[config.mk]
export PLATFORM = sky130hd
export DESIGN_NAME = hazard_ctrl
export DESIGN_NICKNAME = d
export VERILOG_FILES = /design/src/rtl/hazard_ctrl.sv
export SDC_FILE = /design/constraint.sdc
export NUM_CORES = 1
export LEC_CHECK = 0
export ABC_AREA = 1
export CORE_MARGIN = 4
export CORE_UTILIZATION = 25
export CTS_CLUSTER_SIZE = 14
export DETAILED_ROUTE_END_ITERATION = 7
export PLACE_DENSITY_LB_ADDON = 0.1
export SLEW_MARGIN = 20
export SYNTH_ARGS = -nofsm -noshare
export SYNTH_HDL_FRONTEND = slang
export SYNTH_SLANG_ARGS = --single-unit
[constraint.sdc]
create_clock -name clk -period 2.8 [get_ports clk]
set_input_delay 0.56 -clock clk [delete_from_list [all_inputs] [get_ports clk]]
set_output_delay 0.56 -clock clk [all_outputs]
set_load 0.02 [all_outputs]
[src/rtl/hazard_ctrl.sv]
//==============================================================================
// Module   : hazard_ctrl
// Purpose  : Decode-stage sequencing: per-register in-flight scoreboard, RAW/WAW
//            stall with bubble insertion, taken-branch flush, HALT drain/freeze.
// Option   : HAZARD_CTRL_PERF_EN enables the saturating RAW-stall cycle counter.
// Revision : 1.0 - initial release
//==============================================================================
`default_nettype none

module hazard_ctrl #(
    parameter int         NUM_REGS     = 32,
    parameter int         MAX_INFLIGHT = 3,
    parameter logic [5:0] HALT_OP      = 6'b010001
) (
    input  logic        clk,
    input  logic        reset,
    input  logic        id_valid,
    input  logic [5:0]  id_opcode,
    input  logic [4:0]  id_rs,
    input  logic [4:0]  id_rt,
    input  logic        id_rs_used,
    input  logic        id_rt_used,
    input  logic [4:0]  id_rd,
    input  logic        id_rd_wr,
    input  logic        ex_branch_taken,
    input  logic        wb_we,
    input  logic [4:0]  wb_addr,
    output logic        stall_if,
    output logic        bubble_ex,
    output logic        flush,
    output logic        halted,
    output logic [15:0] stall_cycles
);

    localparam int              c_CW   = $clog2(MAX_INFLIGHT + 1);
    localparam logic [c_CW-1:0] c_ZERO = '0;
    localparam logic [c_CW-1:0] c_ONE  = c_CW'(1);
    localparam logic [c_CW-1:0] c_MAX  = c_CW'(MAX_INFLIGHT);

    localparam logic [1:0] c_ST_RUN    = 2'd0;
    localparam logic [1:0] c_ST_STALL  = 2'd1;
    localparam logic [1:0] c_ST_DRAIN  = 2'd2;
    localparam logic [1:0] c_ST_HALTED = 2'd3;

    logic [1:0]      r_state;
    logic [1:0]      w_next;
    logic [c_CW-1:0] r_cnt [NUM_REGS];

    logic w_rs_busy;
    logic w_rt_busy;
    logic w_raw;
    logic w_waw_full;
    logic w_hazard;
    logic w_is_halt;
    logic w_can_issue_state;
    logic w_issue;
    logic w_all_idle;

    assign w_rs_busy  = id_rs_used && (id_rs != 5'd0) && (r_cnt[id_rs] != c_ZERO);
    assign w_rt_busy  = id_rt_used && (id_rt != 5'd0) && (r_cnt[id_rt] != c_ZERO);
    assign w_raw      = id_valid && (w_rs_busy || w_rt_busy);
    assign w_waw_full = id_valid && id_rd_wr && (id_rd != 5'd0) && (r_cnt[id_rd] == c_MAX);
    assign w_hazard   = w_raw || w_waw_full;
    assign w_is_halt  = (id_opcode == HALT_OP);

    // STALL re-issues the held instruction in the cycle its hazard clears.
    assign w_can_issue_state = (r_state == c_ST_RUN) || (r_state == c_ST_STALL);
    assign w_issue = id_valid && !ex_branch_taken && w_can_issue_state && !w_hazard;

    always_comb begin
        w_all_idle = 1'b1;
        for (int r = 0; r < NUM_REGS; r++) begin
            if (r_cnt[r] != c_ZERO) begin
                w_all_idle = 1'b0;
            end
        end
    end

    // Scoreboard: HALT issues as a NOP and never claims a destination.
    always_ff @(posedge clk or posedge reset) begin
        if (reset) begin
            for (int r = 0; r < NUM_REGS; r++) begin
                r_cnt[r] <= c_ZERO;
            end
        end else begin
            r_cnt[0] <= c_ZERO;
            for (int r = 1; r < NUM_REGS; r++) begin
                if (w_issue && id_rd_wr && !w_is_halt && (id_rd == 5'(r))) begin
                    if (!(wb_we && (wb_addr == 5'(r)) && (r_cnt[r] != c_ZERO))) begin
                        r_cnt[r] <= r_cnt[r] + c_ONE;
                    end
                end else if (wb_we && (wb_addr == 5'(r)) && (r_cnt[r] != c_ZERO)) begin
                    r_cnt[r] <= r_cnt[r] - c_ONE;
                end
            end
        end
    end

    always_ff @(posedge clk or posedge reset) begin
        if (reset) begin
            r_state <= c_ST_RUN;
        end else begin
            r_state <= w_next;
        end
    end

    always_comb begin
        w_next = r_state;
        case (r_state)
            c_ST_RUN, c_ST_STALL: begin
                if (ex_branch_taken) begin
                    w_next = c_ST_RUN;
                end else if (w_hazard) begin
                    w_next = c_ST_STALL;
                end else if (w_issue && w_is_halt) begin
                    w_next = c_ST_DRAIN;
                end else begin
                    w_next = c_ST_RUN;
                end
            end
            c_ST_DRAIN: begin
                if (ex_branch_taken) begin
                    w_next = c_ST_RUN;
                end else if (w_all_idle) begin
                    w_next = c_ST_HALTED;
                end
            end
            c_ST_HALTED: w_next = c_ST_HALTED;
            default:     w_next = c_ST_RUN;
        endcase
    end

    always_comb begin
        stall_if  = 1'b0;
        bubble_ex = 1'b0;
        flush     = 1'b0;
        halted    = 1'b0;
        if (!reset) begin
            if (r_state == c_ST_HALTED) begin
                stall_if  = 1'b1;
                bubble_ex = 1'b1;
                halted    = 1'b1;
            end else if (ex_branch_taken) begin
                flush     = 1'b1;
                bubble_ex = 1'b1;
            end else if (r_state == c_ST_DRAIN) begin
                stall_if  = 1'b1;
                bubble_ex = 1'b1;
            end else if (w_hazard) begin
                stall_if  = 1'b1;
                bubble_ex = 1'b1;
            end else if (w_issue && w_is_halt) begin
                bubble_ex = 1'b1;
            end
        end
    end

`ifdef HAZARD_CTRL_PERF_EN
    logic [15:0] r_stall_cycles;
    logic        w_perf_hit;

    assign w_perf_hit = w_can_issue_state && !ex_branch_taken && w_hazard;

    always_ff @(posedge clk or posedge reset) begin
        if (reset) begin
            r_stall_cycles <= 16'd0;
        end else if (w_perf_hit && (r_stall_cycles != 16'hFFFF)) begin
            r_stall_cycles <= r_stall_cycles + 16'd1;
        end
    end

    assign stall_cycles = r_stall_cycles;
`else
    assign stall_cycles = 16'd0;
`endif

endmodule

`default_nettype wire
=== After elaboration in Yosys (flattened, before gate mapping) ===
Index checks and enable logic that the tools add are counted.

* Shift-type cells: 0
* Reductions and logical operators: 213
* Bitwise gates (word level): 3
* $add $sub $neg: 62
* Muxes and demuxes: 155
* Divide/modulo/power cells: 0
* Multipliers: 0
* Order comparisons: 3
* Equality and inequality tests: 99

{| class="wikitable"
|+ Operators with widths
! kind !! count
|-
| 2-bit 2-to-1 mux || 104
|-
| 5-bit equality test (second input constant) || 32
|-
| 2-bit nonzero test || 64
|-
| 1-bit logical AND || 107
|-
| 5-bit by 4-bit equality test with 1-bit output (second input constant) || 16
|-
| 2-bit by 1-bit adder with 2-bit output (second input constant) || 31
|-
| 2-bit inequality test (second input constant) || 31
|-
| 2-bit AND reduction || 31
|-
| 2-bit by 1-bit subtractor with 2-bit output (second input constant) || 31
|-
| 1-bit 2-to-1 mux || 47
|-
| 5-bit by 3-bit equality test with 1-bit output (second input constant) || 8
|-
| 2-bit binary-select mux with 5-bit select || 3
|-
| 5-bit by 2-bit equality test with 1-bit output (second input constant) || 4
|-
| 6-bit >= comparator (second input constant) || 3
|-
| 5-bit NOT with 6-bit output || 3
|-
| 5-bit nonzero test || 3
|-
| 5-bit by 1-bit equality test with 1-bit output (second input constant) || 2
|-
| 2-bit equality test (second input constant) || 3
|-
| 6-bit by 5-bit equality test with 1-bit output (second input constant) || 1
|-
| 2-bit one-hot mux with 3 select lines || 1
|-
| 1-bit logical NOT || 3
|-
| 1-bit logical OR || 3
|-
| 3-bit inequality test (second input constant) || 1
|-
| 2-bit by 1-bit equality test with 1-bit output (second input constant) || 1
|-
| 2 further kinds || 2
|}

* Memory bits (writable): 0
* Bits in read-only memories: 0
* Register bits: 64
* Latch bits: 0
* Memories kept: 0
* Word-level logic and storage cells: 567
* Output and inout bits: 20
* Input bits: 34

=== Depth between registers and ports, before layout ===
* Depth after elaboration: 35
* Mapped depth: 22
* Mapped depth without buffers: 21

=== Worst setup path after synthesis ===
OpenSTA, ideal clock, no wires.

* Path type: input-to-output
* From: input reset
* To: output stall_if
* Data required time: 2.240 ns
* Cell stages on the path: 3
* Arrival time: 2.266 ns
* Path buffers: 0
* Path slack: -0.026 ns
* Cells stage by stage: inv_1 -> nand3_1 -> inv_1

* Word-level cells in the longest chain between the ends: 1

{| class="wikitable"
|+ RTL lines
! element !! RTL line !! source
|-
| from (decl) || 16 || <nowiki>input logic reset,</nowiki>
|-
| 1-bit 2-to-1 mux || 138 || <nowiki>if (!reset) begin</nowiki>
|-
| to (decl) || 28 || <nowiki>output logic stall_if,</nowiki>
|}

No other way between the ends.

=== Final worst setup path ===
* From: register r_cnt[30] (netlist name)
* To: output bubble_ex

* Word-level cells in the longest chain between the ends: 17
* Elaborated cells between the ends (all ways): 27
* Classes of those cells: eq/ne (1); mux (15); reduce/logical (11)

{| class="wikitable"
|+ RTL lines
! element !! RTL line !! source
|-
| from (decl) || 47 || <nowiki>logic [c_CW-1:0] r_cnt [NUM_REGS];</nowiki>
|-
| from (signal, indexed assignment) || 83 || <nowiki>r_cnt[r] <= c_ZERO;</nowiki>
|-
| from (signal, indexed assignment) || 90 || <nowiki>r_cnt[r] <= r_cnt[r] + c_ONE;</nowiki>
|-
| from (signal, indexed assignment) || 93 || <nowiki>r_cnt[r] <= r_cnt[r] - c_ONE;</nowiki>
|-
| 2-bit binary-select mux with 5-bit select, on equally long branches || 59, 60 ||
|-
| 2-bit 2-to-1 mux, on equally long branches (2 in series) || 59, 60 ||
|-
| 2-bit nonzero test, on equally long branches || 59, 60 ||
|-
| 1-bit logical AND, on equally long branches || 59, 60 ||
|-
| 1-bit logical OR || 61 || <nowiki>assign w_raw = id_valid && (w_rs_busy || w_rt_busy);</nowiki>
|-
| 1-bit logical AND || 61 ||
|-
| 1-bit logical OR * || 63 || <nowiki>assign w_hazard = w_raw || w_waw_full;</nowiki>
|-
| 1-bit logical NOT || 68 || <nowiki>assign w_issue = id_valid && !ex_branch_taken && w_can_issue_state && !w_hazard;</nowiki>
|-
| 1-bit logical AND || 68 ||
|-
| 1-bit logical AND || 152 || <nowiki>end else if (w_issue && w_is_halt) begin</nowiki>
|-
| 1-bit 2-to-1 mux || 152 ||
|-
| 1-bit 2-to-1 mux * || 149 || <nowiki>end else if (w_hazard) begin</nowiki>
|-
| 1-bit 2-to-1 mux * || 146 || <nowiki>end else if (r_state == c_ST_DRAIN) begin</nowiki>
|-
| 1-bit 2-to-1 mux * || 143 || <nowiki>end else if (ex_branch_taken) begin</nowiki>
|-
| 1-bit 2-to-1 mux * || 139 || <nowiki>if (r_state == c_ST_HALTED) begin</nowiki>
|-
| 1-bit 2-to-1 mux * || 138 ||
|-
| to (decl) || 29 || <nowiki>output logic bubble_ex,</nowiki>
|}

Every way passes the cells marked *; elsewhere a longest branch is shown, timed or not. The select of a mux whose other input is x is not followed.

==> flow_summary.ini <==
[power]
seqPwrFrac = 0.250
pwr-share-clk = 0.221
switchingPower_uw = 2130
intPower_uw = 3160
totalPowerFinal_uw = 5290
p_per_area_nw_per_um2 = 611
leakage_uw = 0.00455
power_frac_comb = 0.529
swShare = 0.402
ir_worst_vdd_uv = 271

[routing]
num_vias = 7182
drc = 0
routedWlPerCell_um = 15.8
routed_wl_mm = 25.1
dr.pass1.iters = 5
avgViaCountPerCell = 4.52
initialDrtViolationCount = 582
final_antenna_net_count = 0

[synth]
yosys_warnings = 0
avgSynthCellArea_sq_um = 5.81
ys_ff_latch = 64
synth-seq-area-share = 0.268
syn_inst = 1029
synth_area_sq_um = 5980
ys_types = 37

[floorplanning]
rows = 56
dieArea_sq_um = 26500
die_height_um = 163
dieWidth_um = 163
boundaryPins = 54
initial_core_util = 0.255
coreArea_sq_um = 23500

[clock_tree]
clkSinkCount = 64
root_buffer = clkbuf_16
cts_buffers = 9
htreeDepth = 3
cts_tree = done
postCtsHoldBufs = 0
insertion_delay_ns = 0.35
cts_buffer_depth = 2
clkTransAtPathRegs_ns = 0.06

[final_layout]
area_delta_synth_final_pct = 44.8
nFillCells = 2610
layout_commonest_cell = nand2_1
antennaDiodeCount = 0
layout-drive-gt1-share = 0.234
final_util = 0.369
nNetsFinal = 1299
layout_common_cells = 356 x nand2_1, 194 x buf_4, 129 x inv_1, 115 x nor2_1, 113 x nand3_1

[timing]
period_needed_ns = 2.75
layout_setup_ws_ns = 0.0459
rsz0062_at_grt = yes
slew_headroom = 0.392
min_period_over_period = 0.984
finalMaxSlewViolations = 0
fin_skew_ns = 0.00609
setup_viol = 0
final-hold-violation-count = 0
worst_slew_pin_slew_ns = 0.912
timing.fmax_mhz = 363

[job]
max-cap-violations = 0

[critical_path]
crit_path_end_kind = primary output
crit_required_ns = 2.24
crit_type = reg2out
arrival_ns = 2.19
max_stage_delay_ns = 0.37
cp-start-kind = flop
cp_max_fo = 3
path_cells = nor2_1, buf_4, nor2_1, nor2_2, nand2_1, nand2_1, nand2_1, nor2_1, nand2_1, nand3_4, nand4_4, nor2_4, nor2_1, a21oi_1, buf_4
cp_slowest_cell = dfrtp_1
crit_family = simple AND/OR/NAND/NOR gates
cp_num_buf_inv = 2

[place]
portBuffers = 37
place_congestion = 0.951
dpl.hpwl_mm = 20.4
place_ws_ns = -1.13

[min_path]
hold_class = reg2reg

[global_route]
grt_max_degree = 65
grt_pass1_wl_mm = 38.0
antenna_found_initial = 1
track_usage = 0.190
grt-ovfl-total = 0
grt_pass1_vias = 6586

[status]
status = completed
==> cells by family after synthesis <==
family,Yosys count,synth area share
simple gates,701,0.505
buf+inv,177,0.131
flops,64,0.268
compound gates,54,0.0496
xor+xnor,32,0.0469
other cells,1,0.000627
==> final timing paths <==
path,startpoint,to,cells past startpoint,slack (ns)
worst max-delay path,r_cnt[30],bubble_ex,15,0.05
worst min-delay path,r_state[1],r_state[1],1,0.51
worst max register to register,r_cnt[30],r_cnt[45],19,0.32
worst min register to register,r_state[1],r_state[1],1,0.51
max in group asynchronous,reset,r_cnt[30],3,1.24
min in group asynchronous,reset,r_state[0],3,0.96
==> metal layers <==
layer,wire length (um),vias up,track usage
li1,-,3663,-
met1,12300,3291,0.278
met2,10900,190,0.290
met3,1300,36,0.0256
met4,597,2,0.0572
met5,13,-,0
==> registers in the layout (all words and copies together), names as in the netlist <==
name / count
r_state: 2
r_cnt: 62
==> cell type report <==
cell class | instances | area (sq um) | share of cell area
Inverter | 143 | 548 | 0.0633
Clock inverter | 4 | 45.0 | 0.00520
Multi-Input combinational cell | 803 | 3820 | 0.441
Clock buffer | 11 | 243 | 0.0280
Tap cell | 319 | 399 | 0.0461
Timing Repair Buffer | 244 | 2010 | 0.232
Sequential cell | 64 | 1600 | 0.185
==> metrics by stage <==
step	hold WS (ns)	TNS [ns]	std cells	instance area (sq um)
finish	0.513	0	1588	8660
CTS	0.520	-0.0162	1586	8530
global route	0.564	-0.109	1588	8660
floorplan	0.462	0	1044	6040
global placement	0.508	-33.31	1565	8100
detailed placement	0.507	-32.16	1565	8100
==> cell usage after synthesis <==
| cell | instances | area [sq um] |
|---|---|---|
| nand2_1 | 374 | 1400 |
| inv_1 | 136 | 510 |
| nor2_1 | 130 | 488 |
| nand3_1 | 117 | 586 |
| dfrtp_1 | 64 | 1600 |
| nor3_1 | 29 | 145 |
| buf_4 | 21 | 158 |
| xor2_1 | 21 | 184 |
| nand4_1 | 17 | 106 |
| o21ai_0 | 16 | 80.1 |
| a21oi_1 | 15 | 75.1 |
| o21ai_1 | 14 | 70.1 |
| xnor2_1 | 11 | 96.3 |
| buf_2 | 6 | 30.0 |
| inv_2 | 6 | 22.5 |
| nand3b_1 | 6 | 45.0 |
| nor4_1 | 6 | 37.5 |
| buf_6 | 4 | 45.0 |
| nand3_2 | 4 | 40.0 |
| or2_0 | 4 | 25.0 |
| or2_2 | 4 | 25.0 |
| clkbuf_1 | 3 | 11.3 |
| a21o_1 | 2 | 15.0 |
| a41oi_1 | 2 | 17.5 |
| nand2_2 | 2 | 12.5 |
| nor2_8 | 2 | 40.0 |
| o21a_1 | 2 | 15.0 |
| or2_1 | 2 | 12.5 |
| a21boi_0 | 1 | 7.51 |
| clkinv_1 | 1 | 3.75 |
| conb_1 | 1 | 3.75 |
| nand2_4 | 1 | 11.3 |
| nand4_4 | 1 | 21.3 |
| nor2_4 | 1 | 11.3 |
| nor4b_1 | 1 | 8.76 |
| o211ai_1 | 1 | 7.51 |
| o2bb2ai_1 | 1 | 8.76 |
==> power groups by stage <==
stage               registers (uW)  clock network, uW  logic, uW
floorplan                     1370                  0       1130
global placement              1320                  0       2680
detailed placement            1320                  0       2670
CTS                           1310               1200       2720
global route                  1350               1240       3060
finish                        1320               1170       2800
==> repair_timing <==
item,CTS,global route
resized for setup,83,39
endpoints found under the setup margin,64,2
setup buffers,7,1
pin swaps,21,29
gates cloned,0,1
Note: power is estimated with default switching activity, not from simulation.
